`config.mk`:
```
export PLATFORM = sky130hd
export DESIGN_NAME = mem_arbiter
export DESIGN_NICKNAME = d
export VERILOG_FILES = /design/src/rtl/mem_arbiter.sv
export SDC_FILE = /design/constraint.sdc
export NUM_CORES = 1
export LEC_CHECK = 0
export CAP_MARGIN = 25
export CORE_MARGIN = 10
export CORE_UTILIZATION = 32
export DETAILED_ROUTE_END_ITERATION = 8
export PLACE_DENSITY = 0.86
export SLEW_MARGIN = 20
export SYNTH_ARGS = -nofsm -noshare
export SYNTH_HDL_FRONTEND = slang
export SYNTH_SLANG_ARGS = --single-unit
export TNS_END_PERCENT = 5
```
`constraint.sdc`:
```
create_clock -name clock -period 1.5 [get_ports clock]
set_input_delay 0.15 -clock clock [delete_from_list [all_inputs] [get_ports clock]]
set_output_delay 0.15 -clock clock [all_outputs]
set_load 0.01 [all_outputs]
```
`src/rtl/mem_arbiter.sv`:
```
// Shares one byte-addressed data memory between the fetch and load/store ports.
// Handles funct3 lane mapping, load extension and error rejection; responses arrive one cycle after grant.
module mem_arbiter #(
    parameter int unsigned MEM_BYTES  = 256,
    parameter bit          FIXED_PRIO = 1'b0
) (
    input  logic        clock,
    input  logic        reset_n,
    input  logic        if_req,
    input  logic [31:0] if_addr,
    output logic        if_gnt,
    output logic        if_rvalid,
    output logic [31:0] if_rdata,
    output logic        if_err,
    input  logic        d_req,
    input  logic        d_we,
    input  logic [2:0]  d_funct3,
    input  logic [31:0] d_addr,
    input  logic [31:0] d_wdata,
    output logic        d_gnt,
    output logic        d_rvalid,
    output logic [31:0] d_rdata,
    output logic        d_err,
    output logic [31:0] mem_address,
    output logic [31:0] mem_write_data,
    output logic [3:0]  mem_write_enable,
    output logic        store_enable,
    input  logic [31:0] mem_read_data
);

    localparam logic [31:0] ADDR_LIMIT = 32'(MEM_BYTES);
    localparam logic [2:0]  F3_B  = 3'b000;
    localparam logic [2:0]  F3_H  = 3'b001;
    localparam logic [2:0]  F3_W  = 3'b010;
    localparam logic [2:0]  F3_BU = 3'b100;
    localparam logic [2:0]  F3_HU = 3'b101;

    typedef enum logic {
        LAST_F = 1'b0,
        LAST_D = 1'b1
    } grant_e;

    grant_e      state;
    grant_e      state_nxt;
    logic        if_err_c;
    logic        d_err_c;
    logic [31:0] shifted_c;
    logic [31:0] load_ext_c;

    // Arbiter state register: remembers which port was granted last
    always_ff @(posedge clock or negedge reset_n) begin
        if (!reset_n) begin
            state <= LAST_F;
        end else begin
            state <= state_nxt;
        end
    end

    always_comb begin
        state_nxt = state;
        if (d_gnt) begin
            state_nxt = LAST_D;
        end else if (if_gnt) begin
            state_nxt = LAST_F;
        end
    end

    // Grants: a lone requester wins; on contention round-robin or data-first
    always_comb begin
        if_gnt = 1'b0;
        d_gnt  = 1'b0;
        if (reset_n) begin
            if (d_req && !if_req) begin
                d_gnt = 1'b1;
            end else if (if_req && !d_req) begin
                if_gnt = 1'b1;
            end else if (if_req && d_req) begin
                if (FIXED_PRIO || (state == LAST_F)) begin
                    d_gnt = 1'b1;
                end else begin
                    if_gnt = 1'b1;
                end
            end
        end
    end

    always_comb begin
        if_err_c = (|if_addr[1:0]) || (if_addr >= ADDR_LIMIT);
    end

    always_comb begin
        d_err_c = 1'b0;
        case (d_funct3)
            F3_B:    d_err_c = 1'b0;
            F3_H:    d_err_c = d_addr[0];
            F3_W:    d_err_c = |d_addr[1:0];
            F3_BU:   d_err_c = d_we;
            F3_HU:   d_err_c = d_we || d_addr[0];
            default: d_err_c = 1'b1;
        endcase
        if (d_addr >= ADDR_LIMIT) begin
            d_err_c = 1'b1;
        end
    end

    // Memory-side drive: only the granted port reaches the memory, errors never write
    always_comb begin
        mem_address      = '0;
        mem_write_data   = '0;
        mem_write_enable = '0;
        store_enable     = 1'b0;
        if (d_gnt) begin
            mem_address = d_addr;
            if (d_we && !d_err_c) begin
                store_enable = 1'b1;
                case (d_funct3)
                    F3_B: begin
                        mem_write_enable = 4'b0001 << d_addr[1:0];
                        mem_write_data   = {4{d_wdata[7:0]}};
                    end
                    F3_H: begin
                        mem_write_enable = 4'b0011 << d_addr[1:0];
                        mem_write_data   = {2{d_wdata[15:0]}};
                    end
                    default: begin
                        mem_write_enable = 4'b1111;
                        mem_write_data   = d_wdata;
                    end
                endcase
            end
        end else if (if_gnt) begin
            mem_address = if_addr;
        end
    end

    always_comb begin
        shifted_c  = mem_read_data >> {d_addr[1:0], 3'b000};
        load_ext_c = shifted_c;
        case (d_funct3)
            F3_B:    load_ext_c = {{24{shifted_c[7]}}, shifted_c[7:0]};
            F3_BU:   load_ext_c = {24'h0, shifted_c[7:0]};
            F3_H:    load_ext_c = {{16{shifted_c[15]}}, shifted_c[15:0]};
            F3_HU:   load_ext_c = {16'h0, shifted_c[15:0]};
            default: load_ext_c = shifted_c;
        endcase
    end

    // Response registers: one-cycle pulse after each grant
    always_ff @(posedge clock or negedge reset_n) begin
        if (!reset_n) begin
            if_rvalid <= 1'b0;
            if_rdata  <= '0;
            if_err    <= 1'b0;
            d_rvalid  <= 1'b0;
            d_rdata   <= '0;
            d_err     <= 1'b0;
        end else begin
            if_rvalid <= if_gnt;
            if_err    <= if_gnt && if_err_c;
            if_rdata  <= (if_gnt && !if_err_c) ? mem_read_data : '0;
            d_rvalid  <= d_gnt;
            d_err     <= d_gnt && d_err_c;
            d_rdata   <= (d_gnt && !d_err_c && !d_we) ? load_ext_c : '0;
        end
    end

endmodule

```
==> results by group <==
Clock tree
  – Number of CTS-inserted buffers: 9
  – Clk root buf: clkbuf_16
  – Clk Latency, worst-skew pair: approximately 0.34 ns
  – Clock sink total: 69
  – Reg clk slew, reported paths: 0.06 ns
  – CTS max path bufs: 2
  – CTS tree: built
  – H-tree depth: 3

Layout
  – Most frequent cells in the layout: clkdlybuf4s50_1 (161), buf_4 (80), dfrtp_1 (69)
  – P&R area growth vs syn: 96.87%
  – # fillers: 997
  – Commonest non-fill, non-tap cell in the layout: clkdlybuf4s50_1
  – Layout net count: 894
  – Ant diodes: 0
  – Final Core Density: between 60% and 70%
  – Post-route cell area: about 0.0079 mm²
  – Layout cells sized above 1: 32.24%

Worst setup path
  – Slowest CP cell: dfrtp_1
  – CP max FO: 8
  – Critical Path Max Stage Delay: 0.39 ns
  – Most common cell on crit path: buf_6
  – Element type at the critical path start: register
  – Req. time, crit path: between 1 and 1.5 ns
  – Worst path arrival time: about 1.8 ns
  – CP Cell Sequence: nand2_2, nand3_4, inv_4, buf_12, nand4_4, buf_6, buf_6, a21oi_2, buf_2
  – Crit Path Class: reg -> out
  – Worst Reg-to-Reg Cells: 8
  – Crit path capture type: output pin

Flow run
  – Max cap viols: 0

Placed design
  – Dpl ws: -1.114 ns
  – Port bufs: between 200 and 300
  – DP HPWL: 16.31 mm
  – Gpl congestion: just under 0.9
  – Placed cell areas: around 0.0074 mm²

Floorplanning
  – Die height: about 130 µm
  – # rows: 40
  – I/O pin total: 275
  – Die X: around 130 µm
  – Die area: ~0.017 mm²
  – Initial Utilization: between 30% and 40%
  – CORE AREA: 0.01211 mm²

Status
  – Status: complete, but fails checks
  – Failing checks: setup timing

Detailed routing
  – Routed wire per std cell: 21.79 µm
  – Initial DRC count: 318
  – Routed WL: 20.28 mm
  – Vias/cell: 5.102
  – DR vias: between 4000 and 5000
  – Drt pass-1 iters: 6
  – DR DRC count: 0
  – Final ANT Viol Nets: 0

Timing
  – Min Hold Slack: 0.08132 ns
  – Setup Skew: 0.007182 ns
  – Final min period: a little under 2 ns
  – Max Slew Vio Count: 0
  – Final worst-path cycle share: 132.4%
  – Max Clk Rate: 503.5 MHz
  – Final Hold Fails: 0
  – Worst slew pin tran: 0.8557 ns
  – Relative slew slack: 42.95%
  – Unrepaired setup endpoints after global routing: yes
  – Worst Setup Slack, final: -0.4861 ns
  – Setup violators final: roughly 120

Power
  – Leakage: 3.717 nW
  – Maximum vdd drop: a little under 0.0005 V
  – Power density over cell area: 695.1 mW/mm²

GRT
  – First-pass GRT wire length: ~31 mm
  – Largest net degree at the start of global routing: 69
  – Initial antenna violation count: 0
  – GRT Overall Usage: 22.36%
  – Vias in the first global route: 5226
  – Grt ovf: 0

Synthesis
  – Post-synth EDFFs: 0
  – Post-synthesis sequential area ratio: 43.22%
  – Most used DFF post-synth: dfrtp_1
  – Cell Area, Synth: 0.003995 mm²
  – Distinct cells, synth: 42
  – Synthesized instance count: 409
  – Yosys Warn Count: 0
  – Syn Nets: ~550
  – Synth Register Bits: 69
  – Synth async-reset ratio: between 90% and 100%
  – Mean Syn Cell Area: 9.768 µm²

Min path
  – HP Class: in -> async
-- critical path, delay by kind of cell (launching register included) --
| kind | cells | cell delay, ns |
|---|---|---|
| and+or+nand+nor | 3 | 0.35 |
| AOI/OAI and AO/OA | 1 | 0.09 |
| buffers and inverters | 5 | 0.67 |
| DFF | 1 | 0.39 |
-- repair_timing --
item	in CTS	in global routing
setup buffers	14	7
hold buffers	1	0
pin swaps	41	13
resized for setup	382	35
cloned	2	0
endpoints found under the hold margin	1	0
endpoints found under the setup margin	134	135
-- sequential cells by signal, summed over array words and instances (netlist names) --
| register | flops |
|---|---|
| if_err | 1 |
| state | 1 |
| if_rvalid | 1 |
| if_rdata | 32 |
| d_err | 1 |
| d_rvalid | 1 |
| d_rdata | 32 |
-- power by group --
group	total (mW)	internal [mW]	switching, mW
combinational	1.28	0.681	0.594
sequential	1.88	1.87	0.00606
clock	2.31	1.50	0.814
-- cell usage after synthesis (4+ instances only) --
master | number | area (µm²)
dfrtp_1 | 69 | 1727
and2_1 | 41 | 256.5
nand2_1 | 38 | 142.6
a22o_1 | 32 | 280.3
nor2_1 | 26 | 97.59
a211oi_1 | 25 | 187.7
a21oi_1 | 25 | 125.1
mux2i_1 | 25 | 250.2
o21ai_0 | 18 | 90.09
nor4_1 | 14 | 87.58
clkbuf_1 | 11 | 41.29
and3_1 | 10 | 62.56
a21oi_2 | 9 | 78.83
buf_1 | 9 | 33.78
nor2b_1 | 8 | 50.05
a211oi_2 | 6 | 75.07
buf_2 | 6 | 30.03
buf_6 | 5 | 56.30
inv_1 | 4 | 15.01
-- per-layer routing --
| metal | track usage, % | routed length [µm] | vias to the layer above |
|---|---|---|---|
| met5 | 0 | 0 | - |
| met3 | 8.880 | 1757 | 39 |
| met2 | 40.10 | 10440 | 231 |
| li1 | - | - | 2196 |
| met4 | 7.602 | 567 | 0 |
| met1 | 23.15 | 7519 | 2284 |
-- worst paths after layout --
check,slack (ns),endpoint,startpoint
min reg2reg,0.68,state,state
max in group asynchronous,0.85,if_rdata[21],reset_n
max,-0.49,mem_write_data[21],state
max reg2reg,-0.10,if_rdata[29],state
min,0.08,if_rdata[17],reset_n
min in group clock,0.28,state,reset_n
-- stage by stage --
| stage | TNS (ns) | std cells | power [mW] |
|---|---|---|---|
| floorplan | -0.01349 | 409 | 2.312 |
| global placement | -91.63 | 892 | 3.155 |
| detailed placement | -95.11 | 892 | 3.168 |
| CTS | -26.42 | 925 | 5.435 |
| global route | -38.94 | 931 | 5.662 |
| finish | -28.12 | 931 | 5.467 |
-- logic make-up (layout without fill, tap and decap cells) --
group	count (synthesis)	after routing	synth area share, %
AO/OA/AOI/OAI	124	124	23.87
buffers and inverters	37	391	4.698
flip-flops	69	69	43.22
multiplexers	26	26	6.827
AND/OR/NAND/NOR	153	153	21.39
-- final cells by class --
| type | count | area, µm² | share of cell area [%] |
|---|---|---|---|
| timing repair buffer | 370 | 3332 | 42.36 |
| multi-input combinational | 303 | 2250 | 28.60 |
| sequential | 69 | 1727 | 21.95 |
| clock buffer | 10 | 239.0 | 3.038 |
| tap | 168 | 210.2 | 2.673 |
| clock inverter | 6 | 86.33 | 1.098 |
| inverter | 5 | 21.27 | 0.2704 |
Power figures use the tool's default switching activity.
